<file path="config.mk">
export PLATFORM = sky130hd
export DESIGN_NAME = bitty_core_gen2
export DESIGN_NICKNAME = d
export VERILOG_FILES = /design/src/rtl/bitty_core_gen2.sv
export SDC_FILE = /design/constraint.sdc
export NUM_CORES = 1
export LEC_CHECK = 0
export CAP_MARGIN = 20
export CORE_ASPECT_RATIO = 0.75
export CORE_MARGIN = 3
export CORE_UTILIZATION = 45
export CTS_CLUSTER_DIAMETER = 150
export DETAILED_ROUTE_END_ITERATION = 8
export MAX_ROUTING_LAYER = met4
export PLACE_DENSITY = 0.66
export SETUP_SLACK_MARGIN = 0.2
export SYNTH_ARGS = -nofsm -noshare
export SYNTH_HDL_FRONTEND = slang
export SYNTH_SLANG_ARGS = --single-unit
</file>
<file path="constraint.sdc">
create_clock -name clk -period 5.7 [get_ports clk]
set_clock_uncertainty 0.05 [all_clocks]
set_input_delay 0.57 -clock clk [delete_from_list [all_inputs] [get_ports clk]]
set_output_delay 0.57 -clock clk [all_outputs]
set_load 0.01 [all_outputs]
</file>
<file path="src/rtl/bitty_core_gen2.sv">
// bitty_core_gen2: four-state multi-cycle core, eight WIDTH-bit registers.
// Macro BITTY_IMM_EN enables the fmt 01 zero-extended imm8 operand.
module bitty_core_gen2 #(
    parameter int WIDTH = 16
) (
    input  logic             clk,
    input  logic             reset,
    input  logic             run,
    input  logic [15:0]      instruction,
    output logic             done,
    output logic             illegal,
    output logic             flag_c,
    output logic             flag_z,
    input  logic [2:0]       dbg_sel,
    output logic [WIDTH-1:0] dbg_data
);
    localparam int SW = $clog2(WIDTH);

    typedef enum logic [1:0] {
        IDLE,
        LOAD,
        EXEC,
        WRITE
    } state_t;

    state_t state;
    state_t state_nxt;

    logic [WIDTH-1:0] regs [8];
    logic [15:0]      ir;
    logic [WIDTH-1:0] s;
    logic [WIDTH-1:0] c;

    logic [2:0]       rx;
    logic [2:0]       ry;
    logic [2:0]       op;
    logic [1:0]       fmt;
    logic             bad;
    logic             is_cmp;
    logic [WIDTH-1:0] opnd;
    logic [WIDTH-1:0] alu_res;
    logic [WIDTH:0]   sum;
    logic             alu_c;
    logic             alu_z;

    assign rx     = ir[15:13];
    assign ry     = ir[12:10];
    assign op     = ir[4:2];
    assign fmt    = ir[1:0];
    assign is_cmp = (op == 3'b111);

`ifdef BITTY_IMM_EN
    logic [7:0] imm8;
    assign imm8 = ir[12:5];
    assign bad  = fmt[1];
    assign opnd = fmt[0] ? WIDTH'(imm8) : regs[ry];
`else
    assign bad  = (fmt != 2'b00);
    assign opnd = regs[ry];
`endif

    assign dbg_data = regs[dbg_sel];

    // ALU: S against the decoded operand, unsigned, truncated to WIDTH
    always_comb begin
        alu_res = '0;
        alu_c   = 1'b0;
        sum     = '0;
        unique case (op)
            3'b000: begin
                sum     = {1'b0, s} + {1'b0, opnd};
                alu_res = sum[WIDTH-1:0];
                alu_c   = sum[WIDTH];
            end
            3'b001: begin
                alu_res = s - opnd;
                alu_c   = (s < opnd);
            end
            3'b010: alu_res = s & opnd;
            3'b011: alu_res = s | opnd;
            3'b100: alu_res = s ^ opnd;
            3'b101: alu_res = s << opnd[SW-1:0];
            3'b110: alu_res = s >> opnd[SW-1:0];
            default: begin
                alu_res = s - opnd;
                alu_c   = (s < opnd);
            end
        endcase
        alu_z = is_cmp ? (s == opnd) : (alu_res == '0);
    end

    // State register; reset aborts any instruction in flight
    always_ff @(posedge clk) begin
        if (reset) begin
            state <= IDLE;
        end else begin
            state <= state_nxt;
        end
    end

    // Next state: one edge per state, run only matters in IDLE
    always_comb begin
        state_nxt = state;
        unique case (state)
            IDLE:    if (run) state_nxt = LOAD;
            LOAD:    state_nxt = EXEC;
            EXEC:    state_nxt = WRITE;
            WRITE:   state_nxt = IDLE;
            default: state_nxt = IDLE;
        endcase
    end

    // Datapath: IR capture, S load, ALU result/flags, writeback and done
    always_ff @(posedge clk) begin
        if (reset) begin
            for (int i = 0; i < 8; i++) begin
                regs[i] <= '0;
            end
            ir      <= '0;
            s       <= '0;
            c       <= '0;
            flag_c  <= 1'b0;
            flag_z  <= 1'b0;
            done    <= 1'b0;
            illegal <= 1'b0;
        end else begin
            done    <= 1'b0;
            illegal <= 1'b0;
            unique case (state)
                IDLE: begin
                    if (run) ir <= instruction;
                end
                LOAD: s <= regs[rx];
                EXEC: begin
                    if (!bad) begin
                        c      <= alu_res;
                        flag_c <= alu_c;
                        flag_z <= alu_z;
                    end
                end
                WRITE: begin
                    if (!bad && !is_cmp) regs[rx] <= c;
                    done    <= 1'b1;
                    illegal <= bad;
                end
                default: ;
            endcase
        end
    end
endmodule

</file>
==> impl_metrics.tcl, run 1 <==
set metrics [dict create \
    drt_iter0_drc 1232 \
    grt_start_max_net_pins 57 \
    cp.required_ns 6.02 \
    port_buffers 36 \
    hold_buffers 0 \
    antenna_left 0 \
    fmax_ghz 0.199 \
    crit_arrival_ns 5.35 \
    power_density_nw_per_um2 390 \
    clockBufferDepth 2 \
    synthCells 1210 \
    synth_area_per_cell_sq_um 10.9 \
    setup.worst_path.start_class "register" \
    synth_cell_types 76 \
    die_h_um 154 \
    synth_top_cell_by_area "edfxtp_1" \
    p_sw_w 0.00248 \
    outcome "finished clean" \
    yosysMostFrequentCell "and2_1" \
    die_area_sq_um 31500 \
    cts_tree "done" \
    drt_wl_total_um 43200 \
    peakVddDrop_uv 230 \
    overflow 0 \
    end_kind "register" \
    ctsHtreeMaxLevel 4 \
    synth_ff_type "edfxtp_1" \
    grt_pass1_vias 10200 \
    post_cts_resize_count 0 \
    grt_pass1_wl_um 65200 \
    fin_ws_ns 0.672 \
    grt_antenna_before_repair 0 \
    start_util 0.465 \
    clkTransAtPathRegs_ns 0.07 \
    setup_viol 0 \
    syn_nets 1288 \
    drive_gt1_frac 0.177 \
    path_max_fanout 22 \
    dr.pass1.iters 6 \
    min_period_over_period 0.882 \
    comb_power_share 0.482 \
    num_rows 53 \
    synth_top_area_share 0.291 \
    clock-sinks 180 \
    path_class "register to register" \
    power_frac_clock 0.199 \
    synth.cell_area_sq_um 13200 \
    worstReg2RegEnd "flag_z$_SDFFE_PP0P_" \
    drv_cap 0 \
    hold_end "done$_SDFF_PP0_" \
    r2r_cells 13 \
    synth-seq-cells 180 \
    synth_common_cells "and2_1, edfxtp_1, mux4_2" \
    drc 0 \
    r2r_slack_ns 0.67 \
    grt_use_total 0.285 \
    synth_edf_count 128 \
    vias_per_cell 6.52 \
    p_leak_nw 5.34 \
    final-hold-violation-count 0 \
    ys_top_cells_by_area "edfxtp_1, mux4_2, dfxtp_1" \
    worstHoldStart "reset" \
    synth-seq-area-share 0.369 \
    min_path_type "input pin to register" \
    switching_share 0.438 \
    async_flop_share 0 \
    syn2layout_area_growth_pct 9.75 \
    gp_congestion 1.04 \
    slew_headroom 0.264 \
    io_pins 42 \
    rsz0062_at_grt "no" \
    power_frac_seq 0.319 \
    final_nets 1291 \
    num_vias 10500 \
    min_period_ns 5.03 \
    hpwl_um 30300 \
    root_buffer "clkbuf_16" \
    clk_latency_ns 0.44 \
    core_area_sq_um 28400 \
    whs_path_depth 2 \
    routedWlPerCell_um 26.8 \
    post_cts_buffers 0 \
    intPower_w 0.00318 \
    dp_slack_ns 0.886 \
    maxSlewViolCount 0 \
    cts_made_buffers 17 \
    tightest_slew_ns 1.10 \
    yosysWarningCount 0 \
    fin_setup_tns_ns 0 \
    fp.dieW_um 204 \
]
[per-stage QoR]
stage	cell area [sq um]	hold slack [ns]	power (W)	cells	utilization
final	14500	0.339	0.00566	1612	0.510
after CTS	14500	0.327	0.00560	1611	0.510
after floorplan	13200	0.386	0.00362	1210	-
after global placement	14000	0.393	0.00445	1579	0.491
after global routing	14500	0.349	0.00596	1611	0.510
after detailed placement	14000	0.407	0.00447	1579	0.491
[power by group through the flow]
| stage | sequential (W) | combinational [W] | clock (W) |
|---|---|---|---|
| after global routing | 0.00183 | 0.00293 | 0.00120 |
| after CTS | 0.00179 | 0.00266 | 0.00114 |
| final | 0.00180 | 0.00273 | 0.00113 |
| after global placement | 0.00182 | 0.00263 | 0 |
| after floorplan | 0.00168 | 0.00194 | 0 |
| after detailed placement | 0.00182 | 0.00265 | 0 |
[final cells by class]
cell class | count | area [sq um]
fillers | 2533 | 13900
multi-input cells | 893 | 7780
flip-flops and latches | 180 | 4890
repair buffers | 70 | 618
well taps | 385 | 482
clock buffers | 20 | 458
inverters | 51 | 191
clock inverters | 12 | 96.3
diodes | 1 | 2.50
[registers in the layout (all words and copies together) (netlist names), named ones only]
| name | count |
|---|---|
| state | 2 |
| flag_z | 1 |
| c | 16 |
| s | 16 |
| done | 1 |
| flag_c | 1 |
| regs | 128 |
| illegal | 1 |
| ir | 11 |
[layer usage]
metal,global-route usage,vias to the layer above,wire length (um)
li1,-,4588,-
met1,0.410,5209,19000
met2,0.403,640,18800
met3,0.0669,76,4360
met4,0.0809,0,1060
met5,-,-,0
[worst max path at each step]
stage | endpoint | slack, ns | startpoint
global placement | flag_z$_SDFFE_PP0P_ | 0.90 | register
global route | flag_z$_SDFFE_PP0P_ | 0.44 | register
finish | flag_z$_SDFFE_PP0P_ | 0.67 | register
floorplan | flag_z$_SDFFE_PP0P_ | 1.29 | register
CTS | flag_z$_SDFFE_PP0P_ | 0.86 | register
detailed placement | flag_z$_SDFFE_PP0P_ | 0.89 | register
[critical path, cell delays in order, from the launching register on]
cell	delay, ns
dfxtp_2	0.57
buf_4	0.45
mux4_2	0.37
mux2i_1	0.39
ha_1	0.41
nor4_1	0.66
o31ai_1	0.28
a31oi_1	0.42
a221o_1	0.32
a221oi_1	0.13
o32ai_1	0.26
a211oi_1	0.12
or3_1	0.35
o21ai_1	0.14
[cell families after synthesis]
logic type               Yosys count  share of synthesized area
AO/OA/AOI/OAI                    223                      0.118
XOR/XNOR                          13                    0.00861
adder cells (fa/ha/maj)           56                     0.0541
buffers and inverters            137                     0.0445
flip-flops                       180                      0.369
multiplexers                     202                      0.250
AND/OR/NAND/NOR                  399                      0.155
[layout by cell type, fill, tap and decap left out, types with 5 or more instances in the layout]
cell type / netlist / layout
edfxtp_1: 128 / 128
nor2_2: 0 / 6
inv_1: 46 / 46
and2_1: 132 / 132
o21ai_1: 6 / 6
clkbuf_16: 0 / 18
clkdlybuf4s50_1: 0 / 34
mux2i_1: 82 / 82
or3_1: 5 / 5
a21oi_1: 48 / 48
o22ai_1: 11 / 11
a22oi_1: 12 / 12
nor2_1: 80 / 74
a31oi_1: 11 / 11
nor2b_1: 10 / 10
ha_1: 54 / 54
o21ai_0: 18 / 18
o221ai_1: 5 / 5
nor3_1: 34 / 32
or2_2: 11 / 11
a21o_1: 9 / 9
nor4_1: 6 / 6
o211ai_1: 7 / 7
a311oi_1: 5 / 5
nand2_1: 82 / 82
dfxtp_1: 52 / 48
a211oi_1: 33 / 33
mux4_2: 97 / 97
o21bai_1: 6 / 6
mux2_2: 19 / 19
xnor2_1: 12 / 12
nand3_1: 16 / 16
nand2b_1: 6 / 6
a221oi_1: 11 / 11
buf_4: 5 / 33
Note: power is estimated with default switching activity, not from simulation.
==> inputs of run 2 (changes only) <==
==> constraint.sdc (replaced) <==
create_clock -name clk -period 6.03 [get_ports clk]
set_clock_uncertainty 0.05 [all_clocks]
set_input_delay 0.603 -clock clk [delete_from_list [all_inputs] [get_ports clk]]
set_output_delay 0.603 -clock clk [all_outputs]
set_load 0.01 [all_outputs]
==> impl_metrics.tcl, run 2 (synthesis gave the netlist of run 1 again) <==
set metrics [dict create \
    tightest_slew_ns 1.10 \
    min_path_type "input pin to register" \
    ctsHtreeMaxLevel 4 \
    grt_use_total 0.284 \
    wl_met2_um 18800 \
    cp.depth 13 \
    drt-met1-wl_um 18600 \
    fp.dieW_um 204 \
    maxSlewViolCount 0 \
    path_class "register to register" \
    grt_pass1_vias 10000 \
    start_util 0.465 \
    final_cell_mix "and2_1, edfxtp_1, mux4_2" \
    final_nets 1284 \
    crit_end "flag_z$_SDFFE_PP0P_" \
    critPathTopFamily "compound AO/OA/AOI/OAI gates" \
    syn2layout_area_growth_pct 9.59 \
    drt_iter0_drc 1409 \
    cts_tree "done" \
    register_area_sq_um 4890 \
    fill_cells 2577 \
    overflow 0 \
    clk_latency_ns 0.45 \
    setup_viol 0 \
    worstReg2RegEnd "flag_z$_SDFFE_PP0P_" \
    peakVddDrop_uv 216 \
    vias_per_cell 6.42 \
    clock-sinks 180 \
    die_h_um 154 \
    num_rows 53 \
    core_area_sq_um 28400 \
    multiInputGateArea_sq_um 7780 \
    highest_layer "met4" \
    path_max_fanout 23 \
    clockBufferDepth 2 \
    drc 0 \
    die_area_sq_um 31500 \
    drive_gt1_frac 0.175 \
    grt_antenna_before_repair 1 \
    r2r_slack_ns 0.86 \
    rsz0062_at_grt "no" \
    crit_chain "mux4_2 > mux2i_4 > ha_1 > a211oi_1 > o21ai_0 > nand3_1 > nand3_1 > a41oi_1 > o31a_1 > nor3b_1 > a211oi_1 > or3_1 > o21ai_1" \
    root_buffer "clkbuf_16" \
    num_vias 10300 \
    cp.required_ns 6.36 \
    reg.largest.list "regs (128), c (16), s (16)" \
    largest_register_ffs 128 \
    clkTransAtPathRegs_ns 0.08 \
    critical_path_buf_inv_count 0 \
    fmax_ghz 0.194 \
    post_cts_buffers 0 \
    max_stage_delay_ns 0.83 \
    top_register "regs" \
    port_buffers 36 \
    final-hold-violation-count 0 \
    grt_pass1_wl_um 64600 \
    grt_start_max_net_pins 57 \
    slowest_stage "dfxtp_2" \
    fin_setup_tns_ns 0 \
    hpwl_um 30000 \
    post_cts_resize_count 0 \
    slew_headroom 0.263 \
    crit_arrival_ns 5.50 \
    r2r_cells 13 \
    cts_made_buffers 17 \
    routedWlPerCell_um 26.7 \
    outcome "finished clean" \
    fin_total_pwr_w 0.00540 \
    min_period_ns 5.17 \
    dr.pass1.iters 5 \
    antenna_left 0 \
    end_kind "register" \
    power_density_nw_per_um2 372 \
    drv_cap 0 \
    min_period_over_period 0.857 \
    layout_commonest_cell "and2_1" \
    hold_buffers 0 \
    dr_wl_met3_um 4510 \
    p_leak_nw 5.32 \
    setup.worst_path.start_class "register" \
    gp_congestion 1.02 \
    drt_wl_total_um 42800 \
    io_pins 42 \
]
run 2: cell count changes in the layout (fill, tap and decap cells not counted), sizes merged:
cell      previous run  this run
buf                 36        29
clkbuf              20        17
clkinv               6         5
clkinvlp             3         1
inv                 54        60
run 2: stage by stage:
step                      hold slack [ns]  utilization  instances  worst slack (ns)  instance area [sq um]
after floorplan                     0.386            -       1210              1.62                  13200
after detailed placement            0.401        0.489       1572              1.06                  13900
after global placement              0.397        0.489       1572              1.12                  13900
after CTS                           0.327        0.509       1604              1.04                  14500
after global routing                0.350        0.509       1605             0.613                  14500
final                               0.347        0.509       1605             0.864                  14500
run 2: power breakdown:
| part | leakage, nW | total (W) | internal (W) | switching [W] |
|---|---|---|---|---|
| logic | 3.29 | 0.00257 | 0.00100 | 0.00157 |
| registers | 1.75 | 0.00171 | 0.00145 | 0.000266 |
| clock network | 0.283 | 0.00112 | 0.000555 | 0.000561 |
| total | 5.32 | 0.00540 | 0.00301 | 0.00239 |
run 2: final cells by class:
cell class,instances,share of cell area
antenna,1,0.000173
clock inverter,15,0.0109
multi-input combinational,893,0.537
inverter,51,0.0132
timing repair buffer,63,0.0390
tap,385,0.0332
clock buffer,17,0.0294
sequential,180,0.337
run 2: routing by layer:
layer  up-vias  global-route usage
met5         -                   -
met4         0              0.0792
met3        51              0.0728
met2       523               0.400
met1      5142               0.406
li1       4581                   -
run 2: worst min path at each step:
| stage | start | to | slack, ns | depth (start not counted) |
|---|---|---|---|---|
| after global routing | reset | done$_SDFF_PP0_ | 0.35 | 2 |
| after CTS | reset | done$_SDFF_PP0_ | 0.33 | 2 |
| after global placement | ir[0]$_SDFFE_PP0P_ | ir[0]$_SDFFE_PP0P_ | 0.40 | 2 |
| final | reset | done$_SDFF_PP0_ | 0.35 | 2 |
| after floorplan | ir[10]$_SDFFE_PP0P_ | register | 0.39 | 2 |
| after detailed placement | ir[0]$_SDFFE_PP0P_ | ir[0]$_SDFFE_PP0P_ | 0.40 | 2 |
